===== config.mk =====
export PLATFORM = sky130hd
export DESIGN_NAME = fp_add_sequencer
export DESIGN_NICKNAME = d
export VERILOG_FILES = /design/src/rtl/fp_seq_pkg.sv /design/src/rtl/fp_seq_watchdog.sv /design/src/rtl/fp_add_sequencer.sv
export SDC_FILE = /design/constraint.sdc
export NUM_CORES = 1
export LEC_CHECK = 0
export CORE_AREA = 2 2 128 130
export CTS_CLUSTER_DIAMETER = 50
export DETAILED_ROUTE_END_ITERATION = 10
export DIE_AREA = 0 0 130 132
export PLACE_DENSITY_LB_ADDON = 0.08
export SLEW_MARGIN = 40
export SYNTH_ARGS = -nofsm -noshare
export SYNTH_HDL_FRONTEND = slang
export SYNTH_SLANG_ARGS = --single-unit

===== constraint.sdc =====
create_clock -name clk -period 3.2 [get_ports clk]
set_input_delay 0.48 -clock clk [delete_from_list [all_inputs] [get_ports clk]]
set_output_delay 0.48 -clock clk [all_outputs]
set_load 0.1 [all_outputs]

===== src/rtl/fp_seq_pkg.sv =====
// Shared types and constants for the FP32 adder test-vector sequencer.
package fp_seq_pkg;

    localparam int FP32_W = 32;
    localparam int CNT_W  = 8;

    // Word offsets inside one 4-word vector slot
    localparam logic [1:0] OFF_A = 2'd0;
    localparam logic [1:0] OFF_B = 2'd1;
    localparam logic [1:0] OFF_E = 2'd2;
    localparam logic [1:0] OFF_R = 2'd3;

    typedef enum logic [3:0] {
        ST_IDLE,
        ST_RD_A,
        ST_RD_B,
        ST_RD_E,
        ST_CAP_E,
        ST_ISSUE,
        ST_WAIT_RES,
        ST_WR,
        ST_DONE
    } state_t;

    function automatic logic [CNT_W-1:0] sat_inc(input logic [CNT_W-1:0] v);
        return (v == '1) ? v : v + 1'b1;
    endfunction

endpackage


===== src/rtl/fp_seq_watchdog.sv =====
// Loadable down-counter that flags expiry while the sequencer waits for a sum.
module fp_seq_watchdog #(
    parameter int W = 7
) (
    input  logic         clk,
    input  logic         rst,
    input  logic         load,
    input  logic         dec,
    input  logic [W-1:0] load_val,
    output logic         expired
);

    logic [W-1:0] cnt_q, cnt_d;

    always_comb begin
        cnt_d = cnt_q;
        if (load) begin
            cnt_d = load_val;
        end else if (dec && (cnt_q != '0)) begin
            cnt_d = cnt_q - 1'b1;
        end
    end

    always_ff @(posedge clk) begin
        if (rst) begin
            cnt_q <= '0;
        end else begin
            cnt_q <= cnt_d;
        end
    end

    // Expiry is seen during the last permitted wait cycle
    assign expired = (cnt_q <= W'(1));

endmodule


===== src/rtl/fp_add_sequencer.sv =====
// Fetches A/B/expected from memory, drives the FP32 adder, checks and writes back the sum.
module fp_add_sequencer
    import fp_seq_pkg::*;
#(
    parameter int ADDR_W  = 8,
    parameter int TIMEOUT = 64
) (
    input  logic              clk,
    input  logic              rst,
    input  logic              start,
    input  logic [ADDR_W-2:0] num_vec,
    output logic              mem_en,
    output logic              mem_we,
    output logic [ADDR_W-1:0] mem_addr,
    output logic [FP32_W-1:0] mem_wdata,
    input  logic [FP32_W-1:0] mem_rdata,
    output logic              add_valid,
    input  logic              add_ready,
    output logic [FP32_W-1:0] add_a,
    output logic [FP32_W-1:0] add_b,
    input  logic              add_res_valid,
    input  logic [FP32_W-1:0] add_res,
    output logic              busy,
    output logic              done,
    output logic              match,
    output logic              timeout_err,
    output logic [CNT_W-1:0]  pass_cnt,
    output logic [CNT_W-1:0]  fail_cnt
);

    localparam int IDX_W = ADDR_W - 2;
    localparam int NV_W  = ADDR_W - 1;
    localparam int WD_W  = $clog2(TIMEOUT + 1);
    localparam logic [NV_W-1:0] MAX_VEC = {1'b1, {IDX_W{1'b0}}};

    state_t             state_q, state_d;
    logic [IDX_W-1:0]   idx_q, idx_d;
    logic [NV_W-1:0]    nvec_q, nvec_d, nvec_clamp;
    logic [FP32_W-1:0]  add_a_q, add_a_d, add_b_q, add_b_d, exp_q, exp_d;
    logic [FP32_W-1:0]  mem_wdata_q, mem_wdata_d;
    logic [ADDR_W-1:0]  mem_addr_q, mem_addr_d;
    logic               mem_en_q, mem_en_d, mem_we_q, mem_we_d;
    logic               add_valid_q, add_valid_d, busy_q, busy_d, done_q, done_d;
    logic               match_q, match_d, timeout_err_q, timeout_err_d;
    logic [CNT_W-1:0]   pass_cnt_q, pass_cnt_d, fail_cnt_q, fail_cnt_d;
    logic               wd_load, wd_dec, wd_expired;

    assign nvec_clamp = (num_vec > MAX_VEC) ? MAX_VEC : num_vec;

    fp_seq_watchdog #(.W(WD_W)) u_watchdog (
        .clk      (clk),
        .rst      (rst),
        .load     (wd_load),
        .dec      (wd_dec),
        .load_val (WD_W'(TIMEOUT)),
        .expired  (wd_expired)
    );

    always_comb begin
        state_d       = state_q;
        idx_d         = idx_q;
        nvec_d        = nvec_q;
        add_a_d       = add_a_q;
        add_b_d       = add_b_q;
        exp_d         = exp_q;
        mem_wdata_d   = mem_wdata_q;
        match_d       = match_q;
        timeout_err_d = timeout_err_q;
        pass_cnt_d    = pass_cnt_q;
        fail_cnt_d    = fail_cnt_q;
        wd_load       = 1'b0;
        wd_dec        = 1'b0;

        case (state_q)
            ST_IDLE: begin
                if (start) begin
                    idx_d         = '0;
                    nvec_d        = nvec_clamp;
                    match_d       = 1'b0;
                    timeout_err_d = 1'b0;
                    pass_cnt_d    = '0;
                    fail_cnt_d    = '0;
                    state_d       = (nvec_clamp == '0) ? ST_DONE : ST_RD_A;
                end
            end
            ST_RD_A:  state_d = ST_RD_B;
            ST_RD_B: begin
                add_a_d = mem_rdata;
                state_d = ST_RD_E;
            end
            ST_RD_E: begin
                add_b_d = mem_rdata;
                state_d = ST_CAP_E;
            end
            ST_CAP_E: begin
                exp_d   = mem_rdata;
                state_d = ST_ISSUE;
            end
            ST_ISSUE: begin
                if (add_valid_q && add_ready) begin
                    wd_load = 1'b1;
                    state_d = ST_WAIT_RES;
                end
            end
            ST_WAIT_RES: begin
                // A result arriving on the expiry cycle still counts as a result
                if (add_res_valid) begin
                    mem_wdata_d = add_res;
                    match_d     = (add_res == exp_q);
                    if (add_res == exp_q) begin
                        pass_cnt_d = sat_inc(pass_cnt_q);
                    end else begin
                        fail_cnt_d = sat_inc(fail_cnt_q);
                    end
                    state_d = ST_WR;
                end else if (wd_expired) begin
                    mem_wdata_d   = '0;
                    match_d       = 1'b0;
                    fail_cnt_d    = sat_inc(fail_cnt_q);
                    timeout_err_d = 1'b1;
                    state_d       = ST_WR;
                end else begin
                    wd_dec = 1'b1;
                end
            end
            ST_WR: begin
                if (({1'b0, idx_q} + 1'b1) == nvec_q) begin
                    state_d = ST_DONE;
                end else begin
                    idx_d   = idx_q + 1'b1;
                    state_d = ST_RD_A;
                end
            end
            ST_DONE:  state_d = ST_IDLE;
            default:  state_d = ST_IDLE;
        endcase

        // Outputs are registered, so they are decoded from the state being entered
        mem_en_d   = 1'b0;
        mem_we_d   = 1'b0;
        mem_addr_d = mem_addr_q;
        case (state_d)
            ST_RD_A: begin
                mem_en_d   = 1'b1;
                mem_addr_d = {idx_d, OFF_A};
            end
            ST_RD_B: begin
                mem_en_d   = 1'b1;
                mem_addr_d = {idx_d, OFF_B};
            end
            ST_RD_E: begin
                mem_en_d   = 1'b1;
                mem_addr_d = {idx_d, OFF_E};
            end
            ST_WR: begin
                mem_en_d   = 1'b1;
                mem_we_d   = 1'b1;
                mem_addr_d = {idx_d, OFF_R};
            end
            default: ;
        endcase
        add_valid_d = (state_d == ST_ISSUE);
        busy_d      = (state_d != ST_IDLE);
        done_d      = (state_d == ST_DONE);
    end

    always_ff @(posedge clk) begin
        if (rst) begin
            state_q       <= ST_IDLE;
            idx_q         <= '0;
            nvec_q        <= '0;
            add_a_q       <= '0;
            add_b_q       <= '0;
            exp_q         <= '0;
            mem_wdata_q   <= '0;
            mem_addr_q    <= '0;
            mem_en_q      <= 1'b0;
            mem_we_q      <= 1'b0;
            add_valid_q   <= 1'b0;
            busy_q        <= 1'b0;
            done_q        <= 1'b0;
            match_q       <= 1'b0;
            timeout_err_q <= 1'b0;
            pass_cnt_q    <= '0;
            fail_cnt_q    <= '0;
        end else begin
            state_q       <= state_d;
            idx_q         <= idx_d;
            nvec_q        <= nvec_d;
            add_a_q       <= add_a_d;
            add_b_q       <= add_b_d;
            exp_q         <= exp_d;
            mem_wdata_q   <= mem_wdata_d;
            mem_addr_q    <= mem_addr_d;
            mem_en_q      <= mem_en_d;
            mem_we_q      <= mem_we_d;
            add_valid_q   <= add_valid_d;
            busy_q        <= busy_d;
            done_q        <= done_d;
            match_q       <= match_d;
            timeout_err_q <= timeout_err_d;
            pass_cnt_q    <= pass_cnt_d;
            fail_cnt_q    <= fail_cnt_d;
        end
    end

    assign mem_en      = mem_en_q;
    assign mem_we      = mem_we_q;
    assign mem_addr    = mem_addr_q;
    assign mem_wdata   = mem_wdata_q;
    assign add_valid   = add_valid_q;
    assign add_a       = add_a_q;
    assign add_b       = add_b_q;
    assign busy        = busy_q;
    assign done        = done_q;
    assign match       = match_q;
    assign timeout_err = timeout_err_q;
    assign pass_cnt    = pass_cnt_q;
    assign fail_cnt    = fail_cnt_q;

endmodule


Word level (Yosys, flattened, before mapping)
Index checks and enable logic that the tools add are counted.
- register bits: 183
- latch bits: 0
- RAM bits: 0
- bits in read-only memories: 0
- input bits: 76
- word-level logic and storage cells: 109
- memories: 0
- $add $sub $neg: 5
- multipliers: 0
- div/mod/pow operators: 0
- order comparisons: 2
- equal/unequal tests: 25
- shifts and indexed selects: 0
- mux-type cells: 40
- bitwise logic cells: 0
- reductions and logical operators: 18
- operator list (operator ; number):
    two-way mux 32 bit ; 2
    two-way mux 8 bit ; 8
    == test 32 bit ; 1
    one-hot mux 4 bit (8 select lines) ; 1
    one-hot mux 8 bit (2 select lines) ; 2
    one-hot mux 8 bit (4 select lines) ; 1
    == test 4 x 3 -> 1 bit (second input constant) ; 6
    two-way mux 4 bit ; 6
    two-way mux 7 bit ; 3
    adder 8 x 1 -> 8 bit (second input constant) ; 2
    == test 4 x 2 -> 1 bit (second input constant) ; 4
    == test 8 bit (second input constant) ; 2
    two-way mux 1 bit ; 12
    two-way mux 6 bit ; 2
    one-hot mux 6 bit (2 select lines) ; 1
    != test 2 bit (second input constant) ; 5
    == test 4 x 1 -> 1 bit (second input constant) ; 2
    AND reduction 4 bit ; 2
    nonzero test 4 bit ; 2
    adder 6 x 1 -> 7 bit (second input constant) ; 1
    == test 7 bit ; 1
    greater-than comparator 7 bit (second input constant) ; 1
    less-or-equal comparator 7 x 1 -> 1 bit (second input constant) ; 1
    logical NOT 7 bit ; 1
    16 further kinds ; 21

Logic depth before layout (Yosys ltp)
Gate-level depths: netlist of the first run.
- word-level depth: 9
- gate-level depth with buffers: 10
- gate-level depth less buffers: 9

Cells and area by module
A second synthesis of the first run with hierarchy kept.
- cell total of the unflattened synthesis: 935
- area, all modules: 7759.9 sq um
- by module, submodules not included (module ; instances ; cells an instance ; area each (sq um) ; sequential area each (sq um)):
    fp_add_sequencer ; 1 ; 881 ; 7297.0 ; 3523.4
    fp_seq_watchdog ; 1 ; 54 ; 462.9 ; 140.1

Least setup slack after synthesis of the first run
Ideal clock, no wire load.
- kind: reg2reg
- start: register idx_q[0]
- end: register mem_addr_q[2] (netlist: mem_addr[2])
- library setup time: 0.121 ns
- arrival: 2.342 ns
- path slack: 0.737 ns
- stages on the path, launching flop included: 10
- path buffers: 1
- cells stage by stage: dfxtp_1 ha_1 and2_4 a211o_1 a21oi_1 or4_4 a22oi_1 and2_1 buf_4 mux2_2
- longest elaborated chain between the ends: 6
- elaborated cells between the ends (all ways): 14
- RTL lines (element ; line ; text):
    start, declared ; fp_add_sequencer.sv:37 ; logic [IDX_W-1:0] idx_q, idx_d;
    start signal, assigned ; fp_add_sequencer.sv:188 ; idx_q <= idx_d;
    adder 6 x 1 -> 7 bit ; fp_add_sequencer.sv:127 ; if (({1'b0, idx_q} + 1'b1) == nvec_q) begin
    == test 7 bit ; fp_add_sequencer.sv:127 ;
    two-way mux 4 bit ; fp_add_sequencer.sv:127 ;
    one-hot mux 4 bit (8 select lines) ; fp_add_sequencer.sv:74 ; case (state_q)
    == test 4 x 3 -> 1 bit, or another cell as far along ; fp_add_sequencer.sv:142 ; case (state_d)
    nonzero test 4 bit (no line) ; - ;
    end signal, assigned ; fp_add_sequencer.sv:194 ; mem_addr_q <= mem_addr_d;
    end, declared ; fp_add_sequencer.sv:41 ; logic [ADDR_W-1:0] mem_addr_q, mem_addr_d;
Parallel ways exist; a longest one is shown, timed or not. The select of a mux whose other input is x is not followed.
A chain may end at the register's enable or synchronous reset.

Worst setup path after layout of the first run
- start: register idx_q[0]
- end: register mem_addr_q[3] (netlist: mem_addr[3])
Same word-level chain as after synthesis.

==> run_results.csv, run 1 <==
group,metric,value,unit
global_route,antenna_found_initial,0,
timing,final_max_slew_viol_count,0,
cts,clk_pin_slew,0.07,ns
yosys,syn_nets,981,
layout,ff_latch_area,0.00366,mm2
timing,worst_slack,0.331,ns
pwr,powerDensity,570,mW/mm2
route,ant_nets,0,
worst_setup_path,crit_type,"flip-flop to flip-flop",
layout,area_growth,31.3,%
layout,nNetsFinal,1160,
pwr,finalPower,5.60,mW
timing,grt_setup_unrepaired,"false",
global_route,track_usage,24.8,%
yosys,muxShareOfSynthArea,1.31,%
placement,place.gp.congestion,0.816,
yosys,synth_seq_area_share,49.0,%
yosys,synth_area_per_cell,8.32,um2
global_route,grt_pass1_wl,33800,um
yosys,ys_ff_latch,183,
hold_path,min_path_type,"input pin to flip-flop",
cts,htree_levels,4,
timing,setup-violations-final,0,
global_route,grt_max_degree,98,
layout,antenna_cells,0,
yosys,synthXorXnorAreaFrac,5.62,%
cts,cts_made_buffers,17,
yosys,ys_warn_count,0,
route,first_pass_iters,4,
route,post_drt_wl_per_cell,16.2,um
timing,min_period,2.87,ns
worst_setup_path,path_delay_family,"simple AND/OR/NAND/NOR gates",
layout,nFillCells,1434,
route,drc_errors,0,
floorplanning,core_area,0.0157,mm2
yosys,synthSimpleGateAreaFrac,23.6,%
layout,multi_input_area,0.00355,mm2
route,viasPerCell,5.22,
route,wirelength,21100,um
timing,fin_skew,0.00562,ns
worst_setup_path,slowest_delay,0.63,ns
timing,finalHoldViolCount,0,
floorplanning,start_util,47.6,%
cts,cts_tree,"done",
worst_setup_path,arrival,3.18,ns
worst_setup_path,crit_path_start_kind,"flip-flop",
layout,drive_above_1_share,18.6,%
timing,max_slew.worst_pin.slew,0.770,ns
global_route,grt_overflow_total,0,
cts,clock_path_buffers,2,
cts,cts_setup_buffers,0,
placement,dp_slack,0.111,ns
worst_setup_path,crit_chain,"ha_1 -> and2_4 -> a211o_1 -> a21oi_1 -> or4_4 -> a22oi_1 -> and2_1 -> mux2_2",
yosys,syn_area,0.00748,mm2
worst_setup_path,critical_path.slowest_cell,"or4_4",
yosys,synth_top_family_by_area,"simple AND/OR/NAND/NOR gates",
global_route,grt_pass1_vias,6404,
placement,io_buffers,202,
timing,relSlewSlack,48.7,%
worst_setup_path,cp_max_fo,13,
yosys,synth_cell_types,62,
floorplanning,die_w,130,um
timing,period_share,89.6,%
yosys,async_reset_ff_share,0,%
timing,fmax,0.349,GHz
floorplanning,rows,46,
yosys,synth_compound_area_share,15.7,%
worst_setup_path,end_kind,"flip-flop",
cts,clk_latency,0.42,ns
floorplanning,io_pins,203,
pwr,max-vdd-ir-drop,0.359,mV
floorplanning,die_h,132,um
floorplanning,die_area,0.0172,mm2
yosys,synthAdderAreaFrac,1.00,%
flow_run,maxCapViolCount,0,
route,via_count,6818,
route,initialDrtViolationCount,369,
cts,hold_buffers,0,
cts,ctsResizeCount,0,
worst_setup_path,cp.required,3.51,ns
yosys,synth_edf_count,0,
timing,setup_tns,0,ns
yosys,syn_inst,899,
cts,clock_tree.root_cell,"clkbuf_16",
placement,dp_hpwl,14400,um
layout,post-route-util,62.5,%
yosys,ys.flop_type,"dfxtp_1",
run_status,status,"complete, no violations",
cts,cts_num_sinks,183,
pwr,p_leak,3.88,nW
worst_setup_path,cp.buffers_inverters,0,
## cell usage after synthesis (8+ instances only)
cell      count  area share (%)
or3_1        11            0.92
o21ai_0      13            0.87
xnor2_1      11             1.3
dfxtp_1     183              49
nor2_1       67             3.4
nand2_1     228              11
a22oi_1      33             3.3
nand3b_1     10             1.0
clkbuf_1     46             2.3
nor4_1       13             1.1
nand3_1      16             1.1
a21oi_1     121             8.1
xor2_1       37             4.3
inv_1         8            0.40
## registers in the layout, indices dropped and copies added, names as in the netlist
signal and flops:
add_a 32, add_b 32, add_valid 1, busy 1, done 1, exp_q 32
fail_cnt 8, idx_q 6, match 1, mem_addr 8, mem_en 1, mem_wdata 32
mem_we 1, nvec_q 7, pass_cnt 8, state_q 4, timeout_err 1, u_watchdog.cnt_q 7
## worst reg2reg max path: cells and delay by family, from the launching register on
kind | cells | cell delay [ns]
simple gates | 3 | 1.18
flops | 1 | 0.46
compound gates | 3 | 0.42
mux | 1 | 0.37
fa+ha+maj | 1 | 0.33
## routing by layer
layer  GRT usage [%]  part of all wire [%]  vias to the layer above
met1            32.5                    44                     3211
li1                -                     -                     3409
met4            8.30                   2.0                        0
met2            39.5                    48                      170
met3            7.02                   5.8                       28
met5               0                     0                        -
## worst paths after layout
check	from	cells after the start	end	slack, ns
worst max-delay path	idx_q[0]	8	mem_addr[3]	0.33
worst min-delay path	rst	2	idx_q[5]	0.36
worst max register to register	idx_q[0]	8	mem_addr[3]	0.33
worst min register to register	add_a[4]	2	add_a[4]	0.45
## cell type report
class | instances | share of cell area, %
sequential | 183 | 37.3
multi-input combinational | 650 | 36.2
timing repair buffer | 218 | 17.3
clock buffer | 17 | 4.33
tap | 216 | 2.75
clock inverter | 14 | 1.82
inverter | 8 | 0.306
## cells in the final DEF, fill, tap and decap left out, drive strengths merged, types with 2 or more instances in the layout
cell,count
o31ai,3
nand4,7
nand2b,3
clkbuf,17
nand2,228
and3,2
mux2i,3
a31oi,2
nand3,16
or3,11
nand3b,10
nor4b,2
clkinvlp,3
clkdlybuf4s50,74
nor2b,7
and2,6
o21ai,15
xor2,37
inv,9
ha,6
bufinv,3
mux2,6
dfxtp,183
clkinv,7
xnor2,11
a21oi,123
nor3,7
a31o,4
buf,144
or4,3
or2,3
a22oi,33
nor4,16
nor2,67
## cells by family (layout without fill, tap and decap cells)
family,after synthesis,after routing
muxes,9,9
AOI/OAI and AO/OA,194,194
adders and majority gates,6,6
and+or+nand+nor,393,393
xor gates and xnor gates,48,48
buffers and inverters,66,257
DFF,183,183
## report_power, final
| group | internal (mW) | switching [mW] |
|---|---|---|
| logic | 0.272 | 0.768 |
| clock network | 1.23 | 0.913 |
| registers | 2.36 | 0.0589 |
## through the flow
step	instance area (um2)	std cells	hold slack, ns
floorplan	7480	899	0.444
global placement	9470	1275	0.441
detailed placement	9210	1275	0.444
CTS	9820	1306	0.331
global route	9820	1306	0.361
finish	9820	1306	0.355
Power figures use the tool's default switching activity.
==> run 2: changes to the inputs <==
CAP_MARGIN = 20   (was unset)
SKIP_CTS_REPAIR_TIMING = 1   (was unset)
==> results of run 2 <==
Same layout as run 1: the final DEF is identical, and so are final timing and power.
